<file path="src/rtl/alu_issue_queue.sv">
// alu_issue_queue: request FIFO in front of an external combinational ALU.
// Requests are queued, issued one at a time onto registered ALU inputs that are held stable
// for SETTLE_CYCLES edges, and then the ALU outputs are captured into a response register
// that is held until the downstream handshake completes.
//
// Ports:
//   clk, reset                      clock and synchronous active-high reset
//   req_valid/req_ready             request handshake; req_command/req_operandA/req_operandB
//   alu_command/alu_operandA/B      registered drive into the ALU
//   alu_result/carryout/zero/overflow  ALU outputs, sampled at capture
//   rsp_valid/rsp_ready             response handshake; rsp_* hold the captured result
//   busy                            FIFO non-empty or an operation in flight
module alu_issue_queue #(
    parameter int unsigned DEPTH         = 4,
    parameter int unsigned SETTLE_CYCLES = 8
) (
    input  logic        clk,
    input  logic        reset,
    input  logic        req_valid,
    output logic        req_ready,
    input  logic [2:0]  req_command,
    input  logic [31:0] req_operandA,
    input  logic [31:0] req_operandB,
    output logic [2:0]  alu_command,
    output logic [31:0] alu_operandA,
    output logic [31:0] alu_operandB,
    input  logic [31:0] alu_result,
    input  logic        alu_carryout,
    input  logic        alu_zero,
    input  logic        alu_overflow,
    output logic        rsp_valid,
    input  logic        rsp_ready,
    output logic [2:0]  rsp_command,
    output logic [31:0] rsp_result,
    output logic        rsp_carryout,
    output logic        rsp_zero,
    output logic        rsp_overflow,
    output logic        busy
);

    localparam int unsigned AW = $clog2(DEPTH);
    localparam int unsigned CW = $clog2(SETTLE_CYCLES + 1);
    localparam logic [CW-1:0] SETTLE_LOAD = CW'(SETTLE_CYCLES);
    localparam logic [AW:0]   DEPTH_CNT   = (AW + 1)'(DEPTH);

    typedef enum logic [1:0] {StIdle, StSettle, StHold} state_e;

    state_e        state_q, state_d;
    logic [CW-1:0] cnt_q, cnt_d;
    logic [AW-1:0] wr_ptr_q, rd_ptr_q;
    logic [AW:0]   count_q;

    logic [2:0]    cmd_mem [DEPTH];
    logic [31:0]   a_mem   [DEPTH];
    logic [31:0]   b_mem   [DEPTH];

    logic [2:0]    alu_command_d;
    logic [31:0]   alu_operandA_d, alu_operandB_d;
    logic          rsp_valid_d;
    logic [2:0]    rsp_command_d;
    logic [31:0]   rsp_result_d;
    logic          rsp_carryout_d, rsp_zero_d, rsp_overflow_d;

    logic          push, pop;

    // Registered-only ready: depends on count_q alone.
    assign req_ready = (count_q < DEPTH_CNT);
    assign push      = req_valid && req_ready;
    assign busy      = (count_q != '0) || (state_q != StIdle);

    always_comb begin
        state_d        = state_q;
        cnt_d          = cnt_q;
        pop            = 1'b0;
        alu_command_d  = alu_command;
        alu_operandA_d = alu_operandA;
        alu_operandB_d = alu_operandB;
        rsp_valid_d    = rsp_valid;
        rsp_command_d  = rsp_command;
        rsp_result_d   = rsp_result;
        rsp_carryout_d = rsp_carryout;
        rsp_zero_d     = rsp_zero;
        rsp_overflow_d = rsp_overflow;
        unique case (state_q)
            StIdle: begin
                if (count_q != '0) begin
                    alu_command_d  = cmd_mem[rd_ptr_q];
                    alu_operandA_d = a_mem[rd_ptr_q];
                    alu_operandB_d = b_mem[rd_ptr_q];
                    cnt_d          = SETTLE_LOAD;
                    state_d        = StSettle;
                end
            end
            StSettle: begin
                cnt_d = cnt_q - CW'(1);
                if (cnt_q == CW'(1)) begin
                    rsp_command_d  = cmd_mem[rd_ptr_q];
                    rsp_result_d   = alu_result;
                    rsp_carryout_d = alu_carryout;
                    rsp_zero_d     = alu_zero;
                    rsp_overflow_d = alu_overflow;
                    rsp_valid_d    = 1'b1;
                    pop            = 1'b1;
                    state_d        = StHold;
                end
            end
            StHold: begin
                // rsp_valid is always high here, so rsp_ready completes the handshake.
                if (rsp_ready) begin
                    rsp_valid_d = 1'b0;
                    state_d     = StIdle;
                end
            end
            default: state_d = StIdle;
        endcase
    end

    always_ff @(posedge clk) begin
        if (reset) begin
            state_q      <= StIdle;
            cnt_q        <= '0;
            wr_ptr_q     <= '0;
            rd_ptr_q     <= '0;
            count_q      <= '0;
            alu_command  <= '0;
            alu_operandA <= '0;
            alu_operandB <= '0;
            rsp_valid    <= 1'b0;
            rsp_command  <= '0;
            rsp_result   <= '0;
            rsp_carryout <= 1'b0;
            rsp_zero     <= 1'b0;
            rsp_overflow <= 1'b0;
        end else begin
            state_q      <= state_d;
            cnt_q        <= cnt_d;
            // Pointers wrap naturally since DEPTH is a power of two.
            wr_ptr_q     <= push ? wr_ptr_q + AW'(1) : wr_ptr_q;
            rd_ptr_q     <= pop ? rd_ptr_q + AW'(1) : rd_ptr_q;
            count_q      <= count_q + (AW + 1)'(push) - (AW + 1)'(pop);
            alu_command  <= alu_command_d;
            alu_operandA <= alu_operandA_d;
            alu_operandB <= alu_operandB_d;
            rsp_valid    <= rsp_valid_d;
            rsp_command  <= rsp_command_d;
            rsp_result   <= rsp_result_d;
            rsp_carryout <= rsp_carryout_d;
            rsp_zero     <= rsp_zero_d;
            rsp_overflow <= rsp_overflow_d;
        end
    end

    // Storage needs no reset: count and pointers alone decide what is valid.
    always_ff @(posedge clk) begin
        if (!reset && push) begin
            cmd_mem[wr_ptr_q] <= req_command;
            a_mem[wr_ptr_q]   <= req_operandA;
            b_mem[wr_ptr_q]   <= req_operandB;
        end
    end

endmodule

</file>
<file path="config.mk">
export PLATFORM = sky130hd
export DESIGN_NAME = alu_issue_queue
export DESIGN_NICKNAME = d
export VERILOG_FILES = /design/src/rtl/alu_issue_queue.sv
export SDC_FILE = /design/constraint.sdc
export NUM_CORES = 1
export LEC_CHECK = 0
export CAP_MARGIN = 25
export CORE_MARGIN = 2
export CORE_UTILIZATION = 50
export DETAILED_ROUTE_END_ITERATION = 7
export GPL_ROUTABILITY_DRIVEN = 0
export PLACE_DENSITY = 0.75
export SKIP_CTS_REPAIR_TIMING = 1
export SLEW_MARGIN = 5
export SYNTH_ARGS = -nofsm -noshare
export SYNTH_HDL_FRONTEND = slang
export SYNTH_SLANG_ARGS = --single-unit
</file>
<file path="constraint.sdc">
create_clock -name clk -period 6.4 [get_ports clk]
set_clock_uncertainty 0.05 [all_clocks]
set_input_delay 1.28 -clock clk [delete_from_list [all_inputs] [get_ports clk]]
set_output_delay 1.28 -clock clk [all_outputs]
set_load 0.05 [all_outputs]
</file>
==> results.json <==
{
  "status": "finished clean",
  "hpwl_mm": 16.3,
  "netlist_top_cells_area": "edfxtp_1, dfxtp_1, mux4_2",
  "post_drt_wl_per_cell_um": 20.1,
  "final_common_cell": "edfxtp_1",
  "io_buffers": 213,
  "cts_buffer_depth": 3,
  "num_vias": 7596,
  "design_area_mm2": 0.0178,
  "io_pins": 214,
  "syn_area_mm2": 0.0139,
  "postRouteAntennaNets": 0,
  "tns_ns": 0,
  "synthToLayoutAreaGrowth_pct": 27.7,
  "rr_startpoint": "cnt_q[1]$_SDFFE_PP0P_",
  "clock.fmax_mhz": 290,
  "drt-initial-drc-count": 608,
  "yosysWarnings": 0,
  "hold_slack_ns": 0.422,
  "synthArstFlopShare": 0,
  "holdPathStages": 2,
  "tightestPinTransition_ns": 1.04,
  "synth_cells": 764,
  "p_sw_mw": 2.26,
  "grt_pass1_vias": 7735,
  "rr_worst_depth": 11,
  "track_usage": 0.193,
  "maxCapViolCount": 0,
  "ys_seq_area_frac": 0.752,
  "yosysUniqueCellTypes": 37,
  "synth_area_leader_cell": "edfxtp_1",
  "grt_max_degree": 68,
  "p_int_mw": 5.07,
  "die_area_mm2": 0.0292,
  "crit_fanout": 7,
  "setup_viol": 0,
  "fin_util": 0.643,
  "overflow": 0,
  "mostFrequentLayoutCells": "edfxtp_1, clkdlybuf4s50_1, dfxtp_1",
  "p_leak_nw": 5.80,
  "report.final.slew_viol_count": 0,
  "wl_mm": 27.9,
  "p_per_area_mw_per_mm2": 413,
  "syn_nets": 879,
  "die_y_um": 171,
  "critPathKind": "register to primary output",
  "drt_first_pass_iters": 4,
  "nNetsFinal": 1090,
  "arrival_ns": 2.12,
  "synth_edf_count": 268,
  "cts-htree-levels": 2,
  "initial_core_util": 0.504,
  "startpoint_type": "register",
  "core_area_mm2": 0.0276,
  "grt_pass1_wl_mm": 43.1,
  "placed_area_mm2": 0.0164,
  "period_share": 0.539,
  "cp_data_required_time_ns": 5.07,
  "swShare": 0.309,
  "ys_seq_elements": 389,
  "worstHoldEndpoint": "rsp_result[24]$_SDFFE_PP0P_",
  "rsz0062_at_grt": "no",
  "period_needed_ns": 3.45,
  "antenna_found_initial": 3,
  "combPwrFrac": 0.253,
  "hold_violations": 0,
  "avgSynthCellArea_um2": 18.2,
  "clockRootBuffer": "clkbuf_16",
  "cts_sinks": 389,
  "cts_buffers": 38,
  "ir_worst_vdd_mv": 0.244,
  "seqPwrFrac": 0.431,
  "max_slew_margin": 0.308,
  "regToRegEndpoint": "count_q[2]$_SDFF_PP0_",
  "fp-row-count": 61,
  "reg2reg_slack_ns": 3.64,
  "end_kind": "primary output",
  "hp-class": "register to register",
  "hp-start": "rsp_result[24]$_SDFFE_PP0P_",
  "drive_gt1_frac": 0.151,
  "synth_top_area_share": 0.578,
  "cts_tree": "done",
  "insertion_delay_ns": 0.51,
  "p_total_mw": 7.33,
  "synth_ff_type": "edfxtp_1",
  "drt-vias-per-instance": 5.48,
  "pwr-share-clk": 0.316,
  "die_w_um": 171,
  "drc": 0,
  "clk_pin_slew_ns": 0.06
}
-- final cells by class --
cell class	count	area, um^2
flip-flops and latches	389	10500
fillers	1920	9860
multi-input cells	312	3170
repair buffers	223	2250
clock buffers	52	1180
well taps	378	473
clock inverters	18	165
inverters	11	41.3
diodes	3	7.51
-- power by group through the flow --
| stage | Combinational [mW] | Sequential [mW] | Clock (mW) |
|---|---|---|---|
| 5_1_grt | 1.97 | 3.19 | 2.46 |
| 3_5_place_dp | 1.85 | 3.21 | 0 |
| 6_report | 1.85 | 3.16 | 2.32 |
| 3_3_place_gp | 1.83 | 3.20 | 0 |
| 2_1_floorplan | 0.677 | 3.76 | 0 |
| 4_1_cts | 1.86 | 3.16 | 2.37 |
-- worst max-delay path, stage by stage, from the launching register on --
cell	delay, ns
dfxtp_1	0.38
nor2_1	0.41
nand2_1	0.09
clkdlybuf4s50_1	0.73
-- how the worst max path moves through the flow --
stage / slack (ns) / cells after the start / start / to
floorplan: 2.59 / 4 / req_valid / a_mem[0][0]$_DFFE_PP_
global placement: 2.69 / 5 / req_valid / a_mem[1][28]$_DFFE_PP_
detailed placement: 2.66 / 5 / req_valid / a_mem[1][28]$_DFFE_PP_
CTS: 2.92 / 3 / state_q[1]$_SDFFE_PP0P_ / busy
global route: 2.85 / 3 / state_q[1]$_SDFFE_PP0P_ / busy
finish: 2.95 / 3 / state_q[1]$_SDFFE_PP0P_ / busy
-- through the flow --
stage               setup WS [ns]  std cells
floorplan                    2.59        764
global placement             2.69       1310
finish                       2.95       1386
detailed placement           2.66       1311
global route                 2.85       1385
CTS                          2.92       1381
-- cells in the mapped netlist (2+ instances only) --
cell,n
o21ai_0,39
nand2_1,3
nor2b_1,6
xnor2_1,3
a311oi_1,2
a22o_1,67
edfxtp_1,268
mux4_2,67
inv_1,11
nor2_1,9
buf_6,7
buf_2,15
nand2b_1,2
clkbuf_1,27
and2_1,4
ha_1,8
a21oi_1,44
nand3_1,38
dfxtp_1,121
nor3b_1,2
buf_1,3
a22oi_1,2
or3_1,2
-- per-layer routing --
metal,GRT usage,vias up,routed length [um]
met5,0,-,0
met4,0.0637,0,599
met3,0.0375,43,2060
met2,0.314,305,13600
met1,0.266,3772,11600
li1,-,3476,-
-- sequential cells by signal, summed over array words and instances (netlist names), named ones only --
signal and count:
alu_operandA 32, b_mem 128, rsp_overflow 1, alu_command 3, state_q 2, alu_operandB 32, a_mem 128, wr_ptr_q 2
rsp_result 32, count_q 3, rsp_command 3, rsp_carryout 1, cnt_q 4, rsp_zero 1, rsp_valid 1, cmd_mem 12
rd_ptr_q 2
-- logic make-up after synthesis --
family | Yosys count | synth area share
buffers and inverters | 63 | 0.0221
multiplexers | 67 | 0.108
AND/OR/NAND/NOR | 70 | 0.0270
AO/OA/AOI/OAI | 163 | 0.0797
adder cells (fa/ha/maj) | 9 | 0.00863
XOR/XNOR | 3 | 0.00189
flip-flops | 389 | 0.752
Note: power is estimated with default switching activity, not from simulation.
